$ cat config.mk
export PLATFORM = sky130hd
export DESIGN_NAME = ipf_lcu_feeder
export DESIGN_NICKNAME = d
export VERILOG_FILES = /design/src/rtl/ipf_lcu_feeder.sv
export SDC_FILE = /design/constraint.sdc
export NUM_CORES = 1
export LEC_CHECK = 0
export ABC_AREA = 1
export CAP_MARGIN = 0
export CORE_ASPECT_RATIO = 0.75
export CORE_MARGIN = 2
export CORE_UTILIZATION = 35
export CTS_CLUSTER_SIZE = 40
export DETAILED_ROUTE_END_ITERATION = 10
export HOLD_SLACK_MARGIN = 0.03
export PLACE_DENSITY = 0.62
export SLEW_MARGIN = 20
export SYNTH_ARGS = -nofsm -noshare
export SYNTH_HDL_FRONTEND = slang
export SYNTH_SLANG_ARGS = --single-unit
$ cat constraint.sdc
create_clock -name clk -period 3.3 [get_ports clk]
set_clock_uncertainty 0.15 [all_clocks]
set_input_delay 0.99 -clock clk [delete_from_list [all_inputs] [get_ports clk]]
set_output_delay 0.99 -clock clk [all_outputs]
set_load 0.01 [all_outputs]
$ cat src/rtl/ipf_lcu_feeder.sv
// rtl/ipf_lcu_feeder.sv - per-LCU parameter fetch and chunked pixel feed into the in-loop filter
module ipf_lcu_feeder #(
  parameter int WDOG = 1023
) (
  input  logic        clk,
  input  logic        reset,
  input  logic        start,
  input  logic [1:0]  cfg_lcu_size,
  output logic        prm_req,
  input  logic        prm_valid,
  input  logic [23:0] prm_data,
  output logic        mem_rd,
  output logic [13:0] mem_addr,
  input  logic [7:0]  mem_data,
  input  logic        busy,
  input  logic        ipf_finish,
  output logic        in_en,
  output logic [7:0]  din,
  output logic [1:0]  ipf_type,
  output logic [4:0]  ipf_band_pos,
  output logic        ipf_wo_class,
  output logic [15:0] ipf_offset,
  output logic [2:0]  lcu_x,
  output logic [2:0]  lcu_y,
  output logic [1:0]  lcu_size,
  output logic        done,
  output logic        err
);

  typedef enum logic [2:0] {
    S_IDLE, S_PRM, S_FEED, S_WAIT_HI, S_WAIT_LO, S_FIN_WAIT, S_DONE
  } state_t;

  state_t      state, state_nx;
  logic [1:0]  size_q;
  logic [5:0]  row, col, chunk;
  logic [9:0]  wdog;
  logic [5:0]  n_m1, chunk_last;
  logic [2:0]  l_m1;
  logic [6:0]  pix_y, pix_x;
  logic        chunk_end, lcu_last, wdog_hit;

  assign n_m1       = 6'((7'd16 << size_q) - 7'd1);
  assign chunk_last = 6'((7'd16 << size_q) - 7'd3);
  assign l_m1       = 3'((4'd8 >> size_q) - 4'd1);
  assign pix_y      = 7'({4'd0, lcu_y} << (3'd4 + {1'b0, size_q})) + {1'b0, row};
  assign pix_x      = 7'({4'd0, lcu_x} << (3'd4 + {1'b0, size_q})) + {1'b0, col};
  // Chunk 0 spans rows 0-2, every later chunk is a single row.
  assign chunk_end  = (col == n_m1) && (row >= 6'd2);
  assign lcu_last   = (lcu_x == l_m1) && (lcu_y == l_m1);
  assign wdog_hit   = (wdog == 10'(WDOG - 1));
  assign din        = in_en ? mem_data : 8'd0;

  always_ff @(posedge clk or posedge reset) begin
    if (reset) state <= S_IDLE;
    else       state <= state_nx;
  end

  always_comb begin
    state_nx = state;
    prm_req  = 1'b0;
    mem_rd   = 1'b0;
    mem_addr = 14'd0;
    case (state)
      S_IDLE:     if (start) state_nx = S_PRM;
      S_PRM: begin
        prm_req = 1'b1;
        if (prm_valid) state_nx = S_FEED;
      end
      S_FEED: begin
        mem_rd   = 1'b1;
        mem_addr = {pix_y, pix_x};
        if (chunk_end) state_nx = S_WAIT_HI;
      end
      S_WAIT_HI: begin
        if (busy)          state_nx = S_WAIT_LO;
        else if (wdog_hit) state_nx = S_DONE;
      end
      S_WAIT_LO: begin
        if (!busy) begin
          if (chunk != chunk_last) state_nx = S_FEED;
          else if (lcu_last)       state_nx = S_FIN_WAIT;
          else                     state_nx = S_PRM;
        end
      end
      S_FIN_WAIT: if (ipf_finish) state_nx = S_DONE;
      S_DONE:     if (start) state_nx = S_PRM;
      default:    state_nx = S_IDLE;
    endcase
  end

  always_ff @(posedge clk or posedge reset) begin
    if (reset) begin
      size_q       <= 2'd0;
      row          <= 6'd0;
      col          <= 6'd0;
      chunk        <= 6'd0;
      wdog         <= 10'd0;
      in_en        <= 1'b0;
      ipf_type     <= 2'd0;
      ipf_band_pos <= 5'd0;
      ipf_wo_class <= 1'b0;
      ipf_offset   <= 16'd0;
      lcu_x        <= 3'd0;
      lcu_y        <= 3'd0;
      lcu_size     <= 2'd0;
      done         <= 1'b0;
      err          <= 1'b0;
    end else begin
      in_en <= mem_rd;
      if (state == S_WAIT_HI) wdog <= (wdog == 10'h3ff) ? wdog : wdog + 10'd1;
      else                    wdog <= 10'd0;
      case (state)
        S_IDLE, S_DONE: begin
          if (start) begin
            size_q <= (cfg_lcu_size == 2'd3) ? 2'd2 : cfg_lcu_size;
            lcu_x  <= 3'd0;
            lcu_y  <= 3'd0;
            row    <= 6'd0;
            col    <= 6'd0;
            chunk  <= 6'd0;
            done   <= 1'b0;
            err    <= 1'b0;
          end
        end
        S_PRM: begin
          if (prm_valid) begin
            ipf_type     <= prm_data[23:22];
            ipf_band_pos <= prm_data[21:17];
            ipf_wo_class <= prm_data[16];
            ipf_offset   <= prm_data[15:0];
            lcu_size     <= size_q;
          end
        end
        S_FEED: begin
          if (col == n_m1) begin
            col <= 6'd0;
            row <= row + 6'd1;
          end else begin
            col <= col + 6'd1;
          end
        end
        S_WAIT_HI: begin
          if (!busy && wdog_hit) begin
            err  <= 1'b1;
            done <= 1'b1;
          end
        end
        S_WAIT_LO: begin
          if (!busy) begin
            if (chunk != chunk_last) begin
              chunk <= chunk + 6'd1;
            end else begin
              row   <= 6'd0;
              col   <= 6'd0;
              chunk <= 6'd0;
              if (!lcu_last) begin
                if (lcu_x == l_m1) begin
                  lcu_x <= 3'd0;
                  lcu_y <= lcu_y + 3'd1;
                end else begin
                  lcu_x <= lcu_x + 3'd1;
                end
              end
            end
          end
        end
        S_FIN_WAIT: if (ipf_finish) done <= 1'b1;
        default: ;
      endcase
    end
  end

endmodule

* Yosys cells after proc, flatten, opt, wreduce, memory -nomap -nowiden
Cells that the tools add are included.
** Storage, ports and cells
- Register bits :: 68
- Input port bits :: 40
- Output and inout port bits :: 59
- Word-level logic and storage cells :: 121
** Operators by class
- Add/subtract/negate cells :: 12
- Magnitude comparators :: 1
- Eq/ne operators :: 25
- Shift operators :: 4
- Multiplexer cells :: 43
- Reductions and logical operators :: 20
** Operator list (count)
- 3-bit two-way mux :: 18
- 6-bit two-way mux :: 7
- 6-bit one-hot mux with 3 select lines :: 2
- 10-bit equality test, second input constant :: 2
- 10-bit two-way mux :: 2
- 6-bit by 1-bit adder with 6-bit output, second input constant :: 3
- 2-bit inequality test, second input constant :: 9
- 3-bit one-hot mux with 6 select lines :: 1
- 7-bit by 6-bit adder with 7-bit output :: 2
- 14-bit two-way mux :: 1
- 3-bit by 3-bit << shifter with 7-bit output :: 2
- 3-bit one-hot mux with 2 select lines :: 2
- 6-bit one-hot mux with 2 select lines :: 1
- 6-bit AND reduction :: 2
- 10-bit by 1-bit adder with 10-bit output, second input constant :: 1
- 5-bit AND reduction :: 2
- 3-bit equality test, second input constant :: 3
- 8-bit two-way mux :: 1
- 4-bit AND reduction :: 2
- 3-bit by 1-bit adder with 3-bit output, second input constant :: 2
- 3-bit by 2-bit equality test with 1-bit output, second input constant :: 2
- 3-bit equality test :: 2
- 6-bit equality test :: 1
- 6-bit by 2-bit >= comparator with 1-bit output, second input constant :: 1
- other kinds (23) :: 34

* Depth between registers and ports, before layout
Gate-level depths: netlist of run 1.
- Word-level depth :: 8
- Gate-level depth with buffers :: 12
- Depth with buffers taken out :: 11

* Worst setup path before layout of run 1
OpenSTA, ideal clock, no wires.
- Kind :: register to output
- From :: reg size_q[0]
- To :: out mem_addr[6]
- Arrival time :: 1.663 ns
- Data required time :: 2.160 ns
- Path slack :: 0.497 ns
- Stages on the path, launching flop included :: 9
- Path buffers :: 1
- Cell sequence :: dfrtp_1 -> buf_2 -> inv_1 -> nand2_1 -> nor2_1 -> ha_1 -> fa_1 -> and3_1 -> nor3_1
** Between the ends
- Longest elaborated chain between the ends :: 4
** Ends and longest elaborated chain
- start: declaration :: RTL line 35 : logic [1:0] size_q;
- start signal: assignment :: RTL line 116 : size_q <= (cfg_lcu_size == 2'd3) ? 2'd2 : cfg_lcu_size;
- 3-bit by 2-bit adder with 3-bit output :: RTL line 47 : assign pix_x = 7'({4'd0, lcu_x} << (3'd4 + {1'b0, size_q})) + {1'b0, col};
- 3-bit by 3-bit << shifter with 7-bit output :: RTL line 47
- 7-bit by 6-bit adder with 7-bit output :: RTL line 47
- 14-bit two-way mux :: RTL line 64 : case (state)
- end: declaration :: RTL line 13 : output logic [13:0] mem_addr,
Every way passes these cells.

* Final worst setup path of run 1
- From :: in mem_data[4]
- To :: out din[4]
** Between the ends
- Longest elaborated chain between the ends :: 1
** Ends and longest elaborated chain
- start: declaration :: RTL line 14 : input logic [7:0] mem_data,
- 8-bit two-way mux :: RTL line 52 : assign din = in_en ? mem_data : 8'd0;
- end: declaration :: RTL line 18 : output logic [7:0] din,
Every way passes these cells.

==> results of run 1 <==
==> flip-flops by register name (all words and copies together), names as in the netlist, 2 cells and up <==
register	flops
lcu_x	3
wdog	10
state	3
lcu_y	3
chunk	6
lcu_size	2
size_q	2
ipf_band_pos	5
ipf_type	2
col	6
row	6
ipf_offset	16
==> metal layers <==
layer  GRT usage  vias up  share of wire  routed length, um
met4      0.0568        0          0.017                155
met2       0.253       78           0.44               4140
met5           0        -              0                  0
met1       0.220     1575           0.49               4600
met3      0.0404       13          0.052                485
li1            -     1750              -                  -
==> final timing paths <==
path,cells past startpoint,start,endpoint
worst max-delay path,4,mem_data[4],din[4]
worst min register to register,2,err,err
worst min-delay path,2,err,err
max in group asynchronous,3,reset,row[1]
min in group asynchronous,2,reset,ipf_offset[4]
worst max register to register,11,size_q[1],row[0]
==> what timing repair did <==
item                                    CTS  global route
pin swaps                                 0             1
endpoints found under the setup margin   11             8
gates resized for setup                   7             6
cloned                                    0             0
==> power by group <==
group / internal (W) / switching (W) / total, W
clock network: 0.000604 / 0.000366 / 0.000969
logic: 0.000905 / 0.00102 / 0.00192
registers: 0.00109 / 0.000191 / 0.00128
==> worst reg2reg max path, delay by kind of cell (launching register included) <==
kind / cells / cell delay (ns)
and+or+nand+nor: 10 / 1.15
DFF: 1 / 0.46
buffers and inverters: 1 / 0.18
==> cells by family after synthesis <==
logic type               count (synthesis)  synth area share
flip-flops                              68             0.435
AND/OR/NAND/NOR                        233             0.278
adder cells (fa/ha/maj)                 13            0.0455
multiplexers                            24            0.0691
buffers and inverters                   70            0.0749
XOR/XNOR                                11            0.0246
AO/OA/AOI/OAI                           52            0.0720
==> final cells by class <==
type / count / area (um2) / area share
flip-flops and latches: 68 / 1700 / 0.314
clock inverters: 6 / 63.8 / 0.0118
clock buffers: 10 / 239 / 0.0441
well taps: 140 / 175 / 0.0323
multi-input cells: 333 / 1930 / 0.355
repair buffers: 111 / 1090 / 0.201
inverters: 59 / 226 / 0.0418
==> per-stage QoR <==
step                      power, W  area, um2  hold slack [ns]  worst slack (ns)  cells
after detailed placement   0.00321       5110            0.320            0.0470    711
after CTS                  0.00420       5410            0.338            0.0454    727
after floorplan            0.00240       3910            0.323             0.448    471
final                      0.00417       5420            0.333            0.0479    727
after global routing       0.00446       5420            0.367          0.000878    727
after global placement     0.00317       5110            0.321            0.0696    711
==> layout by cell type (no fill, tap or decap), drive strengths merged, types with 4 or more instances in the layout <==
master / n
nand4: 8
nor2: 52
clkbuf: 10
mux2: 24
buf: 13
clkinv: 4
ha: 11
xor2: 7
o21ai: 32
clkdlybuf4s50: 94
nand2: 125
nand3: 35
a21oi: 10
dfrtp: 68
inv: 58
xnor2: 4
nor3: 6
==> results by group, run 1 <==
Final layout
  • Fillers: 1076
  • Layout cells sized above 1: 0.145
  • Area delta synth->final: 38.8%
  • Layout Nets: 635
  • # diodes: 0
  • Final core occ: 0.498

Timing
  • Hold Vio Cnt, Final: 0
  • Final setup violation count: 0
  • Worst-margin pin slew: 0.625 ns
  • Worst slew margin: 0.582
  • Setup_tns: 0 ns
  • Minimum clock period: 3.25 ns
  • Slew Limit Fails: 0
  • FMAX: 307 MHz
  • RSZ-0062 raised after global routing: no
  • Final period util: 0.985

Clocking
  • Clock sinks: 68
  • Num CTS Buffers: 9
  • H-tree levels: 3
  • Worst-path clk slew: 0.06 ns
  • Hold Buf Count CTS: 0
  • Post-CTS setup repair buffer count: 0
  • Clock root buffer: clkbuf_16
  • TritonCTS clock tree: done
  • Worst-skew pair later-pin latency: 0.33 ns
  • CTS max path bufs: 2

Drt
  • DR pass1 iterations: 4
  • DR WL/cell: 12.9 um
  • Final ANT Viol Nets: 0
  • 1st-iter DRT viols: 182
  • Routed wire length: 9380 um
  • DR vias: 3416
  • DRC Markers: 0
  • Via density: 4.70

Worst setup path
  • Crit path largest cell delay: 0.54 ns
  • Worst path bufs/invs: 3
  • Most frequent CP cell: clkdlybuf4s50_1
  • Critical setup path kind: primary input to output port
  • R2R Setup Slk: 1.26 ns
  • Worst path cell trace: clkdlybuf4s50_1 > nand2_1 > inv_1 > clkdlybuf4s50_1
  • Worst path slowest cell: clkdlybuf4s50_1
  • Cell family with most CP delay: buffers and inverters
  • Startpoint Class: primary input
  • Worst Path Max Fanout: 1
  • Critical Path End Type: output port
  • CP Data Required Time: 2.16 ns
  • Arrival time at the worst endpoint: 2.11 ns

Logic synthesis
  • Commonest register cell after synthesis: dfrtp_1
  • Post-synth EDFFs: 0
  • Most numerous cell in the Yosys netlist: nand2_1
  • Syn Inst Count: 471
  • Register bit total from synthesis: 68
  • Post-synth top cells: nand2_1, dfrtp_1, inv_1
  • Post-synth ARST share: 1.00
  • Syn Area/Cell: 8.30 um2
  • Area contributors post-synth: dfrtp_1, nand2_1, inv_1, mux2_2, nor2_1
  • Sequential area share after synthesis: 0.435
  • YS warnings: 0
  • Unique masters post-synth: 38
  • Syn_nets: 524
  • Top cell type's share of synthesized area: 0.435
  • Synth Cell Area: 0.00391 mm2
  • Largest area contributor in the netlist: dfrtp_1

Worst hold path
  • Worst Hold Class: register to register

Power and ir drop
  • VDD IR max: 0.373 mV
  • Pwr dens: 769 mW/mm2
  • Leak pwr: 2.50 nW

Status
  • Outcome: complete, no violations

Floorplan
  • # IOs: 99
  • Starting Density: 0.359
  • Width of the die: 126 um
  • Core Region: 0.0109 mm2
  • Row cnt: 33
  • Die Height: 95.5 um
  • Area of the die: 0.0120 mm2

Global route
  • Number of global-route vias before repair: 3283
  • GRT overflow: 0
  • First-pass GRT wire length: 15600 um
  • Antenna violations before repair: 0
  • Largest net degree at the start of global routing: 30
  • All-Layer GR Usage: 0.162

Run
  • Maximum capacitance violations: 0

Placement
  • Placed wire-length estimate: 7070 um
  • PortBufs: 98
  • Placer congestion estimate: 0.805
Power figures use the tool's default switching activity.
==> inputs of run 2 (changes only) <==
--- a/config.mk
+++ b/config.mk
@@ -13,8 +13,10 @@
 export CTS_CLUSTER_SIZE = 40
 export DETAILED_ROUTE_END_ITERATION = 10
 export HOLD_SLACK_MARGIN = 0.03
+export MAX_ROUTING_LAYER = met4
 export PLACE_DENSITY = 0.62
 export SLEW_MARGIN = 20
 export SYNTH_ARGS = -nofsm -noshare
 export SYNTH_HDL_FRONTEND = slang
 export SYNTH_SLANG_ARGS = --single-unit
+export TNS_END_PERCENT = 5
==> run 2 against run 1 <==
Compared with the run above: combinational power is essentially flat; first-iteration DRC count grew 2.2%; sequential share of layout area is the same; sequential power is essentially flat; setup slack gained 0.0022 ns; count of clock-buffer cells in the layout is the same; flip-flop and latch count is the same; clock power is essentially flat; die area is the same; largest cell class unchanged.
==> results by group, run 2 (synthesis results as in run 1) <==
Timing
  • Final period util: 0.985
  • Hold Vio Cnt, Final: 0
  • FMAX: 308 MHz
  • Minimum clock period: 3.25 ns
  • RSZ-0062 raised after global routing: no
  • Worst slew margin: 0.582
  • Worst-margin pin slew: 0.625 ns
  • Setup_tns: 0 ns
  • Slew Limit Fails: 0
  • Final setup violation count: 0

Final layout
  • Most common cell after layout, fill and taps aside: nand2_1
  • Most frequent cells in the layout: nand2_1, clkdlybuf4s50_1, dfrtp_1
  • Number of flip-flops in the largest register: 16
  • Top flop regs: ipf_offset x16, wdog x10
  • # diodes: 0
  • Reg with most FFs: ipf_offset
  • Final instance area: 0.00542 mm2
  • Layout cells sized above 1: 0.145
  • Area delta synth->final: 38.8%
  • Layout Nets: 635

Worst setup path
  • Startpoint Class: primary input
  • Worst path cell trace: clkdlybuf4s50_1 > nand2_1 > inv_1 > clkdlybuf4s50_1
  • Critical setup path kind: primary input to output port
  • Most frequent CP cell: clkdlybuf4s50_1
  • Critical Path End Type: output port
  • Worst path bufs/invs: 3
  • Worst Path Max Fanout: 1
  • CP Data Required Time: 2.16 ns
  • Arrival time at the worst endpoint: 2.11 ns
  • Cell family with most CP delay: buffers and inverters
  • Worst path slowest cell: clkdlybuf4s50_1
  • Crit path largest cell delay: 0.54 ns

Drt
  • Final ANT Viol Nets: 0
  • DR vias: 3419
  • Uppermost layer routed: met4
  • Routed wire length: 9350 um
  • DR pass1 iterations: 4
  • DR WL/cell: 12.9 um
  • DRC Markers: 0
  • Routed wl met2: 4140 um
  • 1st-iter DRT viols: 186
  • Routed wl met3: 480 um
  • Via density: 4.70
  • Wire length on met1: 4580 um

Global route
  • Largest net degree at the start of global routing: 30
  • GRT overflow: 0
  • Number of global-route vias before repair: 3286
  • All-Layer GR Usage: 0.167
  • Antenna violations before repair: 0
  • First-pass GRT wire length: 15600 um

Clocking
  • Clock root buffer: clkbuf_16
  • H-tree levels: 3
  • Clock sinks: 68
  • Num CTS Buffers: 9
  • CTS max path bufs: 2
  • TritonCTS clock tree: done
  • Worst-skew pair later-pin latency: 0.33 ns
  • Post-CTS setup repair buffer count: 0
  • Worst-path clk slew: 0.06 ns

Placement
  • Area after DPL: 0.00511 mm2
  • PortBufs: 98
  • Placer congestion estimate: 0.817
  • Placed wire-length estimate: 7070 um

Run
  • Maximum capacitance violations: 0

Power and ir drop
  • Sw Pwr: 0.00157 W
  • Internal power: 0.00260 W
  • Combinational Power Share: 0.461
  • Clock share of power: 0.233
  • Reg power frac: 0.307
  • Switching share of power: 0.377
  • Pwr dens: 768 mW/mm2
  • VDD IR max: 0.374 mV
  • Leak pwr: 2.50 nW

Floorplan
  • # IOs: 99
  • Width of the die: 126 um
  • Area of the die: 0.0120 mm2
  • Starting Density: 0.359
  • Die Height: 95.5 um
  • Core Region: 0.0109 mm2
  • Row cnt: 33

Worst hold path
  • Worst Hold Class: register to register

Status
  • Outcome: complete, no violations
-- run 2: cell counts in the layout (fill, tap and decap cells not counted) --
No cell type changed its count.
-- run 2: metrics by stage --
stage | worst slack (ns) | cells | total power (W) | util | hold slack (ns)
2_1_floorplan | 0.448 | 471 | 0.00240 | - | 0.323
3_3_place_gp | 0.0696 | 711 | 0.00317 | 0.469 | 0.321
3_5_place_dp | 0.0470 | 711 | 0.00321 | 0.469 | 0.320
4_1_cts | 0.0454 | 727 | 0.00420 | 0.497 | 0.338
5_1_grt | 0.000851 | 727 | 0.00446 | 0.498 | 0.367
6_report | 0.0501 | 727 | 0.00417 | 0.498 | 0.333
-- run 2: repair_timing --
item / in CTS / in global routing
pin swaps: 0 / 1
gates resized for setup: 7 / 6
hold buffers: 0 / 0
cloned: 0 / 0
endpoints found under the setup margin: 11 / 8
-- run 2: power by group through the flow --
stage	combinational (W)	sequential (W)	clock [W]
2_1_floorplan	0.00105	0.00134	0
3_3_place_gp	0.00190	0.00127	0
3_5_place_dp	0.00193	0.00129	0
4_1_cts	0.00193	0.00128	0.000990
5_1_grt	0.00212	0.00132	0.00102
6_report	0.00192	0.00128	0.000969
-- run 2: layout make-up --
| class | count | area, um2 |
|---|---|---|
| timing repair buffer | 111 | 1090 |
| fill | 1076 | 5480 |
| sequential | 68 | 1700 |
| multi-input combinational | 333 | 1930 |
| tap | 140 | 175 |
| inverter | 59 | 226 |
| clock inverter | 6 | 63.8 |
| clock buffer | 10 | 239 |
-- run 2: routing by layer --
| layer | global-route usage | up-vias |
|---|---|---|
| li1 | - | 1748 |
| met1 | 0.220 | 1583 |
| met2 | 0.254 | 76 |
| met3 | 0.0404 | 12 |
| met4 | 0.0568 | 0 |
| met5 | - | - |
-- run 2: path summary, 6_finish.rpt --
check                      cells past startpoint       endpoint   startpoint  slack (ns)
min reg2reg                                    2            err          err        0.33
max reg2reg                                   11         row[0]    size_q[1]        1.26
min in group asynchronous                      2  ipf_offset[4]        reset        0.86
max                                            4         din[4]  mem_data[4]        0.05
max in group asynchronous                      3         row[1]        reset        1.51
min                                            2            err          err        0.33
-- run 2: worst reg2reg max path, delay by kind of cell, from the launching register on --
family / cells / cell delay, ns
buffers and inverters: 1 / 0.18
DFF: 1 / 0.46
and+or+nand+nor: 10 / 1.15
==> inputs of run 3 (changes only) <==
--- a/config.mk
+++ b/config.mk
@@ -15,6 +15,7 @@
 export HOLD_SLACK_MARGIN = 0.03
 export MAX_ROUTING_LAYER = met4
 export PLACE_DENSITY = 0.62
+export SKIP_CTS_REPAIR_TIMING = 1
 export SLEW_MARGIN = 20
 export SYNTH_ARGS = -nofsm -noshare
 export SYNTH_HDL_FRONTEND = slang
==> run 3 against run 2 <==
Compared with the run above: global-route usage hardly changed; sequential share of layout area is 0.072 points lower; highest routed layer unchanged; cell count stayed put; die area stayed put; non-clock buffer count stayed put; hold slack hardly changed; register-to-register slack hardly changed; wire length hardly changed; fmax is 0.14% lower.
==> results by group, run 3 (synthesis results as in run 1) <==
Run
  • Maximum capacitance violations: 0

Final layout
  • Top flop regs: ipf_offset x16, wdog x10
  • Layout cells sized above 1: 0.145
  • Reg with most FFs: ipf_offset
  • Final core occ: 0.499
  • Final instance area: 0.00544 mm2
  • Fillers: 1073
  • Most common cell after layout, fill and taps aside: nand2_1
  • # diodes: 0
  • Number of flip-flops in the largest register: 16
  • Layout Nets: 635
  • Post-Layout Cell Count: 727
  • Area delta synth->final: 39.1%
  • Most frequent cells in the layout: nand2_1, clkdlybuf4s50_1, dfrtp_1

Power and ir drop
  • Reg power frac: 0.307
  • Switching share of power: 0.376
  • VDD IR max: 0.371 mV
  • Total chip power: 0.00416 W
  • Leak pwr: 2.56 nW
  • Clock share of power: 0.232
  • Pwr dens: 765 mW/mm2
  • Combinational Power Share: 0.461
  • Internal power: 0.00260 W
  • Sw Pwr: 0.00156 W

Worst hold path
  • Worst Hold End: err
  • Hold Crit Start: err
  • Min-Delay Path Depth: 2
  • Worst Hold Class: register to register

Floorplan
  • # IOs: 99
  • Area of the die: 0.0120 mm2
  • Width of the die: 126 um
  • Row cnt: 33
  • Starting Density: 0.359
  • Core Region: 0.0109 mm2
  • Die Height: 95.5 um

Clocking
  • TritonCTS clock tree: done
  • Num CTS Buffers: 9
  • Clock sinks: 68
  • Worst-path clk slew: 0.05 ns
  • CTS max path bufs: 2
  • Clock root buffer: clkbuf_16
  • Worst-skew pair later-pin latency: 0.33 ns
  • H-tree levels: 3

Global route
  • First-pass GRT wire length: 15500 um
  • Antenna violations before repair: 0
  • GRT overflow: 0
  • Largest net degree at the start of global routing: 30
  • Number of global-route vias before repair: 3284
  • All-Layer GR Usage: 0.167

Worst setup path
  • Critical Path End Type: output port
  • Worst Path Max Fanout: 1
  • Worst path cell trace: clkdlybuf4s50_1 > nand2_1 > inv_1 > clkdlybuf4s50_1
  • Most frequent CP cell: clkdlybuf4s50_1
  • RR Endpoint: row[0]
  • R2R Setup Slk: 1.27 ns
  • Crit path largest cell delay: 0.53 ns
  • FF-to-FF Start: size_q[1]
  • Startpoint Class: primary input
  • Critical setup path kind: primary input to output port
  • Worst path slowest cell: clkdlybuf4s50_1
  • Arrival time at the worst endpoint: 2.11 ns
  • R2R cell count: 11
  • CP Data Required Time: 2.16 ns

Timing
  • RSZ-0062 raised after global routing: no
  • Worst-margin pin slew: 0.625 ns
  • Worst slew margin: 0.582
  • Hold Vio Cnt, Final: 0
  • Final period util: 0.986
  • Final setup violation count: 0
  • FMAX: 307 MHz
  • Slew Limit Fails: 0
  • Worst Hold Slack: 0.332 ns
  • Minimum clock period: 3.25 ns

Status
  • Outcome: complete, no violations

Drt
  • Final ANT Viol Nets: 0
  • DR WL/cell: 12.9 um
  • DRC Markers: 0
  • Routed wire length: 9340 um
  • DR vias: 3422
  • 1st-iter DRT viols: 201
  • DR pass1 iterations: 4
  • Via density: 4.71

Placement
  • Area after DPL: 0.00511 mm2
  • Placer congestion estimate: 0.817
  • PortBufs: 98
  • Placed wire-length estimate: 7070 um
  • Dpl cells: 711
-- run 3: cell count changes in the layout (fill, tap and decap cells not counted) --
cell,change
dlymetal6s2s_1,+4
clkdlybuf4s15_1,-2
dlygate4sd2_1,-2
o21ai_0,+1
o21ai_1,-1
-- run 3: through the flow --
step	setup WS, ns	TNS [ns]
floorplan	0.448	0
global placement	0.0696	0
detailed placement	0.0470	0
CTS	-0.228	-1.09
global route	0.00641	0
finish	0.0456	0
-- run 3: worst max-delay path by stage --
stage | startpoint | to | depth (start not counted)
2_1_floorplan | reset | chunk[0] | 1
3_3_place_gp | mem_data[2] | din[2] | 4
3_5_place_dp | mem_data[4] | din[4] | 4
4_1_cts | size_q[1] | mem_addr[6] | 6
5_1_grt | mem_data[6] | din[6] | 4
6_report | mem_data[6] | din[6] | 4
-- run 3: area by class of cell --
cell class                      count  area, um2  area share
Tap cell                          140        175      0.0322
Clock inverter                      6       63.8      0.0117
Multi-Input combinational cell    333       1930       0.354
Sequential cell                    68       1700       0.313
Inverter                           59        226      0.0417
Timing Repair Buffer              111       1100       0.203
Clock buffer                       10        239      0.0440
-- run 3: power by group through the flow --
stage	Sequential [W]	Combinational [W]	Clock (W)
3_3_place_gp	0.00127	0.00190	0
5_1_grt	0.00132	0.00212	0.00102
2_1_floorplan	0.00134	0.00105	0
6_report	0.00128	0.00192	0.000965
3_5_place_dp	0.00129	0.00193	0
4_1_cts	0.00127	0.00193	0.000990
-- run 3: layer usage --
layer	part of all wire	vias to the layer above	global-route usage
met5	0	-	-
met2	0.44	83	0.254
li1	-	1750	-
met3	0.054	11	0.0404
met4	0.014	0	0.0568
met1	0.49	1578	0.219
-- run 3: worst max-delay path, delay by kind of cell --
family                 cells  cell delay (ns)
buffers and inverters      3             1.06
and+or+nand+nor            1             0.06
